`src/rtl/result_display_8bit.sv`:
```
// ---------------------------------------------------------------------------
// result_display_8bit
//
// Display stage for the 8-bit token calculator. A finished 8-bit unsigned
// result is captured on a load strobe and converted to three BCD digits by a
// sequential double-dabble engine (one shift per clock, 8 clocks in total).
// The last completed conversion drives a time-multiplexed, active-low
// 7-segment display, with optional leading-zero blanking.
//
// Parameters:
//   SCAN_DIV      clocks each digit is held on the display (>= 2)
//   BLANK_LEADING 1 = blank leading zeros in the hundreds and tens positions
//
// Ports:
//   clk    in   clock, rising edge
//   reset  in   synchronous, active-low reset
//   value  in   8-bit unsigned result, sampled only on an accepted load
//   load   in   request to convert value, accepted only while idle
//   busy   out  high while a conversion is running
//   done   out  one-cycle pulse when bcd has just been updated
//   bcd    out  last completed result {hundreds, tens, units}
//   seg    out  active-low segments {g,f,e,d,c,b,a}
//   an     out  active-low digit enables (0 units, 1 tens, 2 hundreds, 3 off)
// ---------------------------------------------------------------------------
module result_display_8bit #(
  parameter int SCAN_DIV      = 16,
  parameter bit BLANK_LEADING = 1'b1
) (
  input  logic        clk,
  input  logic        reset,
  input  logic [7:0]  value,
  input  logic        load,
  output logic        busy,
  output logic        done,
  output logic [11:0] bcd,
  output logic [6:0]  seg,
  output logic [3:0]  an
);

  localparam int               DIV_W    = (SCAN_DIV > 1) ? $clog2(SCAN_DIV) : 1;
  localparam logic [DIV_W-1:0] DIV_LAST = DIV_W'(SCAN_DIV - 1);

  typedef enum logic {S_IDLE, S_CONV} state_t;

  state_t           r_state;
  logic [7:0]       r_shift;
  logic [11:0]      r_scratch;
  logic [2:0]       r_iter;
  logic [DIV_W-1:0] r_div;
  logic [1:0]       r_digit;

  logic [11:0]      w_adjusted;
  logic [19:0]      w_shifted;
  logic [1:0]       w_nextDigit;
  logic [3:0]       w_nibble;
  logic             w_blank;

  // Double-dabble correction: a nibble of 5 or more becomes >= 8 after +3,
  // so the following left shift carries correctly into the next decade.
  function automatic logic [3:0] fixNibble(input logic [3:0] n);
    return (n >= 4'd5) ? n + 4'd3 : n;
  endfunction

  // Active-low 7-segment decode; codes 10..15 and blanked digits go dark.
  function automatic logic [6:0] segOf(input logic [3:0] n, input logic blank);
    logic [6:0] s;
    case (n)
      4'd0:    s = 7'b1000000;
      4'd1:    s = 7'b1111001;
      4'd2:    s = 7'b0100100;
      4'd3:    s = 7'b0110000;
      4'd4:    s = 7'b0011001;
      4'd5:    s = 7'b0010010;
      4'd6:    s = 7'b0000010;
      4'd7:    s = 7'b1111000;
      4'd8:    s = 7'b0000000;
      4'd9:    s = 7'b0010000;
      default: s = 7'b1111111;
    endcase
    return blank ? 7'b1111111 : s;
  endfunction

  // One double-dabble iteration: correct every nibble, then shift the
  // combined {scratch, shift register} left by one. The hundreds digit never
  // exceeds 2, so the bit shifted out of the top is always zero.
  always_comb begin
    w_adjusted = {fixNibble(r_scratch[11:8]), fixNibble(r_scratch[7:4]),
                  fixNibble(r_scratch[3:0])};
    w_shifted  = {w_adjusted, r_shift} << 1;
  end

  // Converter FSM. bcd is written only when the eighth shift completes, so the
  // display never sees a partially converted value.
  always_ff @(posedge clk) begin
    if (!reset) begin
      r_state   <= S_IDLE;
      r_shift   <= 8'd0;
      r_scratch <= 12'd0;
      r_iter    <= 3'd0;
      busy      <= 1'b0;
      done      <= 1'b0;
      bcd       <= 12'h000;
    end else begin
      done <= 1'b0;
      case (r_state)
        S_IDLE: begin
          if (load) begin
            r_shift   <= value;
            r_scratch <= 12'd0;
            r_iter    <= 3'd0;
            busy      <= 1'b1;
            r_state   <= S_CONV;
          end
        end
        S_CONV: begin
          r_scratch <= w_shifted[19:8];
          r_shift   <= w_shifted[7:0];
          r_iter    <= r_iter + 3'd1;
          if (r_iter == 3'd7) begin
            bcd     <= w_shifted[19:8];
            done    <= 1'b1;
            busy    <= 1'b0;
            r_state <= S_IDLE;
          end
        end
        default: r_state <= S_IDLE;
      endcase
    end
  end

  // Select the digit that becomes visible at the next scan step, together
  // with its leading-zero blanking condition.
  always_comb begin
    w_nextDigit = 2'd0;
    w_nibble    = bcd[3:0];
    w_blank     = 1'b0;
    case (r_digit)
      2'd0: begin
        w_nextDigit = 2'd1;
        w_nibble    = bcd[7:4];
        w_blank     = BLANK_LEADING && (bcd[11:8] == 4'd0) && (bcd[7:4] == 4'd0);
      end
      2'd1: begin
        w_nextDigit = 2'd2;
        w_nibble    = bcd[11:8];
        w_blank     = BLANK_LEADING && (bcd[11:8] == 4'd0);
      end
      default: begin
        w_nextDigit = 2'd0;
        w_nibble    = bcd[3:0];
        w_blank     = 1'b0;
      end
    endcase
  end

  // Free-running scan. seg/an are reloaded only when the divider wraps, so a
  // new bcd value appears digit by digit at scan steps rather than mid-hold.
  always_ff @(posedge clk) begin
    if (!reset) begin
      r_div   <= '0;
      r_digit <= 2'd0;
      an      <= 4'b1110;
      seg     <= 7'b1000000;
    end else if (r_div == DIV_LAST) begin
      r_div   <= '0;
      r_digit <= w_nextDigit;
      an      <= ~(4'b0001 << w_nextDigit);
      seg     <= segOf(w_nibble, w_blank);
    end else begin
      r_div <= r_div + 1'b1;
    end
  end

endmodule

```
`config.mk`:
```
export PLATFORM = sky130hd
export DESIGN_NAME = result_display_8bit
export DESIGN_NICKNAME = d
export VERILOG_FILES = /design/src/rtl/result_display_8bit.sv
export SDC_FILE = /design/constraint.sdc
export NUM_CORES = 1
export LEC_CHECK = 0
export ABC_AREA = 1
export CORE_ASPECT_RATIO = 1.4
export CORE_UTILIZATION = 54
export CTS_CLUSTER_SIZE = 30
export DETAILED_ROUTE_END_ITERATION = 16
export HOLD_SLACK_MARGIN = 0.08
export PLACE_DENSITY = 0.86
export SLEW_MARGIN = 20
export SYNTH_ARGS = -nofsm -noshare
export SYNTH_HDL_FRONTEND = slang
export SYNTH_SLANG_ARGS = --single-unit
```
`constraint.sdc`:
```
create_clock -name clk -period 2.2 [get_ports clk]
set_clock_uncertainty 0.1 [all_clocks]
set_input_delay 0.33 -clock clk [delete_from_list [all_inputs] [get_ports clk]]
set_output_delay 0.33 -clock clk [all_outputs]
set_load 0.05 [all_outputs]
```
Word level (Yosys, flattened, before mapping)
Memories as Yosys holds them, arrays and structs flattened.
Cells that the tools add are included.
{"block": "totals", "reg_bits": 55, "out_inout_bits": 25, "n_memories": 1, "in_bits": 11, "ramBits": 0, "romBits": 112, "wordCells": 57, "latch_bits": 0}
{"block": "classes", "muxes": 20, "reduce_logical": 8, "multipliers": 0, "n_lt_le_gt_ge": 3, "n_shift": 1, "add_sub_neg": 5, "n_bitwise": 3, "div_mod_pow": 0, "n_eq_ne": 5}
{"name": "(no name shown)", "depth": 16, "width": 7, "read_ports": 1, "rd_ports_with_merged_regs": 0, "wr": 0, "line": "67", "source": "case (n)"}
{"cell": "$pmux 12 s2", "count": 1}
{"cell": "$pmux 8 s2", "count": 1}
{"cell": "$ge 4x3->1 const B", "count": 3}
{"cell": "$mux 12", "count": 1}
{"cell": "$add 4x2->4 const B", "count": 2}
{"cell": "$logic_not 4->1", "count": 2}
{"cell": "$mux 4", "count": 2}
{"cell": "$mux 8", "count": 1}
{"cell": "$pmux 4 s2", "count": 1}
{"cell": "$mux 7", "count": 1}
{"cell": "$mux 3", "count": 2}
{"cell": "$pmux 1 s2", "count": 3}
{"cell": "$pmux 3 s2", "count": 1}
{"cell": "$reduce_and 2->1", "count": 3}
{"cell": "$mux 1", "count": 5}
{"cell": "$add 4x1->4 const B", "count": 1}
{"cell": "$eq 4x4->1 const B", "count": 1}
{"cell": "$not 4->4", "count": 1}
{"cell": "$pmux 2 s2", "count": 1}
{"cell": "$shl 1x2->4 const A", "count": 1}
{"cell": "$add 3x1->3 const B", "count": 1}
{"cell": "$add 3x2->3 const B", "count": 1}
{"cell": "$eq 3x3->1 const B", "count": 1}
{"cell": "$eq 2x1->1 const B", "count": 1}
{"cell": "6 further kinds", "count": 7}

Longest topological paths before layout
{"block": "logic_depth", "word_depth": 4, "mapped_depth": 10, "ltp_nobuf": 10}

Least setup slack after synthesis
OpenSTA, ideal clock, no wires.
{"block": "synth_timing", "kind": "flip-flop to flip-flop", "startpoint": "register bcd[8]", "endpoint": "register seg[1]", "path_stages_with_launch": 9, "setup_time_ns": 0.056, "synth_period_minus_slack_ns": 1.727, "n_path_buf": 0, "required_time_ns": 2.044, "arrival_ns": 1.572, "path_slack_ns": 0.473, "cell_sequence": "dfxtp_1 nand3_1 nand2_1 nor2_1 ha_1 or2_1 nand2_1 nand2_1 inv_1"}
{"block": "synth_via", "elab_chain_len": 4, "word_cells_on_any_way": 6, "classes_between": "mux (3); reduce/logical (2); memory (1)"}
{"item": "from (decl)", "line": "35", "source": "output logic [11:0] bcd,"}
{"item": "from (signal assigned)", "line": "120", "source": "bcd <= w_shifted[19:8];"}
{"item": "parallel branches: the longest is 3 deep, another holds $mem_v2 16x7"}
{"item": "$mux 7 *", "line": "80", "source": "return blank ? 7'b1111111 : s;"}
{"item": "to (signal assigned)", "line": "168", "source": "seg <= segOf(w_nibble, w_blank);"}
{"item": "to (decl)", "line": "36", "source": "output logic [6:0] seg,"}
Every way passes the cells marked *.
A chain may end at the register's enable or synchronous reset.

Worst setup path in the final report
{"block": "layout_timing", "startpoint": "register bcd[10]", "endpoint": "output port bcd[10]"}
No word-level cell between the ends.

==> results.sh <==
export IMPL_synth_cells=357
export IMPL_io_buffers=35
export IMPL_rows=29
export IMPL_synth_area_sq_um=2600
export IMPL_holdPathStages=1
export IMPL_hold_viol=0
export IMPL_overflow=0
export IMPL_drt_initial_drc_count=134
export IMPL_synth_common_cells="nand2_1, dfxtp_1, inv_1"
export IMPL_dp_final_hpwl_um=4240
export IMPL_numCtsBuffers=5
export IMPL_min_to="r_div[0]$_SDFF_PP0_"
export IMPL_status="finished, final reports clean"
export IMPL_timing_rr_start="r_digit[1]$_SDFFE_PN0P_"
export IMPL_initial_core_util_pct=56.9
export IMPL_die_area_sq_um=5100
export IMPL_setup_tns_ns=0
export IMPL_required_ns=1.77
export IMPL_drtAntennaViolNets=0
export IMPL_synthFlopType="dfxtp_1"
export IMPL_cts_tree="yes"
export IMPL_clock_latency_ns=0.31
export IMPL_slowest_stage="clkdlybuf4s50_1"
export IMPL_drc=0
export IMPL_ios=36
export IMPL_r2r_end="seg[1]$_SDFFE_PN0P_"
export IMPL_viasPerCell=5.12
export IMPL_r2r_slack_ns=0.39
export IMPL_die_w_um=60.6
export IMPL_finalCritPeriodShare_pct=90.4
export IMPL_crit_fanout=3
export IMPL_start_kind="register"
export IMPL_ir_worst_vdd_v=0.000450
export IMPL_cap_violations=0
export IMPL_grt_pass1_wl_um=9690
export IMPL_num_antenna_cells=0
export IMPL_hold_class="reg2reg"
export IMPL_syn_avg_cell_area_sq_um=7.28
export IMPL_path_cells="clkdlybuf4s50_1"
export IMPL_crit_buf_inv=1
export IMPL_cts_sinks=55
export IMPL_synth_fp_nets=380
export IMPL_cts_setup_buffers=0
export IMPL_dieHeight_um=84.1
export IMPL_slew_violations=0
export IMPL_ys_types=30
export IMPL_hold_start="r_div[0]$_SDFF_PP0_"
export IMPL_synth_area_leaders="dfxtp_1, nand2_1, inv_1"
export IMPL_slowest_delay_ns=0.83
export IMPL_path_class="reg2out"
export IMPL_crit_path_end_kind="primary output"
export IMPL_ys_seq_area_share_pct=42.3
export IMPL_power_density_nw_per_um2=585
export IMPL_ys_seq_elements=55
export IMPL_first_global_vias=2342
export IMPL_clockBufferDepth=2
export IMPL_fmax_mhz=503
export IMPL_grt_max_degree=18
export IMPL_synth_edf_count=0
export IMPL_worst_r2r_cell_count=9
export IMPL_synth_top_cell_area_share_pct=42.3
export IMPL_yosys_warnings=0
export IMPL_htree_levels=2
export IMPL_core_area_sq_um=4570
export IMPL_tightest_slew_ns=0.508
export IMPL_path_clk_slew_ns=0.09
export IMPL_routedWlPerCell_um=12.1
export IMPL_relSlewSlack_pct=66.0
export IMPL_drive_above_1_share_pct=8.33
export IMPL_rsz0062_at_grt="no"
export IMPL_yosysMostFrequentCell="nand2_1"
export IMPL_track_usage_pct=24.6
export IMPL_period_minus_slack_ns=1.99
export IMPL_setup_violations_final=0
export IMPL_routabilityCongestion=0.847
export IMPL_areaGrowthSynthToFinish_pct=21.1
export IMPL_num_vias=2345
export IMPL_async_reset_ff_share_pct=0
export IMPL_clock_root_buffer="clkbuf_8"
export IMPL_p_leak_nw=1.39
export IMPL_cts_resized=0
export IMPL_hold_buffers=0
export IMPL_layout_nets=418
export IMPL_wl_um=5520
export IMPL_cp_arrival_ns=1.56
export IMPL_firstDrtPassIters=4
export IMPL_antenna_found_initial=0
export IMPL_cp_top_family="buffers and inverters"
export IMPL_p_total_mw=1.84
export IMPL_synth_top_cell_by_area="dfxtp_1"
## area by class of cell
class / count / area [sq um]
fill: 404 / 1420
multi-input combinational: 237 / 1250
sequential: 55 / 1100
timing repair buffer: 40 / 388
inverter: 56 / 210
clock buffer: 6 / 82.6
tap: 62 / 77.6
clock inverter: 2 / 38.8
## metal layers
layer	GRT usage (%)	wire length (um)	part of all wire (%)	vias up
li1	-	-	-	1215
met1	26.5	2240	41	1051
met2	44.4	2900	53	62
met3	4.50	196	3.5	17
met4	11.2	186	3.4	0
met5	0	0	0	-
## stage by stage
stage / cell area [sq um] / setup WS, ns / utilization (%) / hold WS (ns) / instances
finish: 3150 / 0.212 / 68.9 / 0.355 / 458
global route: 3150 / 0.183 / 68.9 / 0.384 / 458
CTS: 3150 / 0.192 / 68.9 / 0.357 / 458
detailed placement: 3030 / 0.376 / 66.2 / 0.339 / 450
global placement: 3030 / 0.444 / 66.2 / 0.333 / 450
floorplan: 2600 / 0.473 / - / 0.318 / 357
## logic make-up (layout without fill, tap and decap cells)
family,count (synthesis),after routing,synth area share (%)
and+or+nand+nor,154,154,26.8
adders and majority gates,12,12,5.77
xor gates and xnor gates,3,3,1.01
buffers and inverters,65,104,9.58
AOI/OAI and AO/OA,68,68,14.5
DFF,55,55,42.3
## registers in the layout (all words and copies together) (netlist names)
| register | count |
|---|---|
| r_shift | 8 |
| r_div | 4 |
| r_iter | 3 |
| busy | 1 |
| r_digit | 2 |
| r_scratch | 12 |
| bcd | 12 |
| done | 1 |
| an | 4 |
| seg | 7 |
| r_state | 1 |
## cells in the final DEF (no fill, tap or decap), types with 4 or more instances in the layout
master           instances
nand2_1                 95
dfxtp_1                 55
inv_1                   52
clkdlybuf4s50_1         35
o21ai_0                 26
a21oi_1                 25
nand3_1                 23
nor2_1                  17
ha_1                    12
clkbuf_8                 6
buf_4                    5
nor2_2                   4
inv_2                    4
nand3_2                  4
o21a_1                   4
or2_2                    4
o22ai_1                  4
## power breakdown
| group | switching [mW] | internal, mW | total [mW] | leakage, nW |
|---|---|---|---|---|
| logic | 0.0636 | 0.0443 | 0.108 | 0.877 |
| clock network | 0.329 | 0.375 | 0.704 | 0.0618 |
| registers | 0.0148 | 1.01 | 1.03 | 0.446 |
## worst max-delay path by stage
stage	slack [ns]	cells past startpoint	endpoint	startpoint
finish	0.21	1	bcd[10]	bcd[10]$_SDFFE_PN0P_
global route	0.18	1	bcd[10]	bcd[10]$_SDFFE_PN0P_
CTS	0.19	1	bcd[10]	bcd[10]$_SDFFE_PN0P_
detailed placement	0.38	5	bcd[2]$_SDFFE_PN0P_	reset
global placement	0.44	5	bcd[2]$_SDFFE_PN0P_	reset
floorplan	0.47	8	seg[1]$_SDFFE_PN0P_	bcd[8]$_SDFFE_PN0P_
## worst register-to-register path, delay by kind of cell (launching register included)
kind / cells / cell delay, ns
adder cells (fa/ha/maj): 1 / 0.29
flip-flops: 1 / 0.47
buffers and inverters: 2 / 0.16
AND/OR/NAND/NOR: 6 / 0.74
Power figures use the tool's default switching activity.
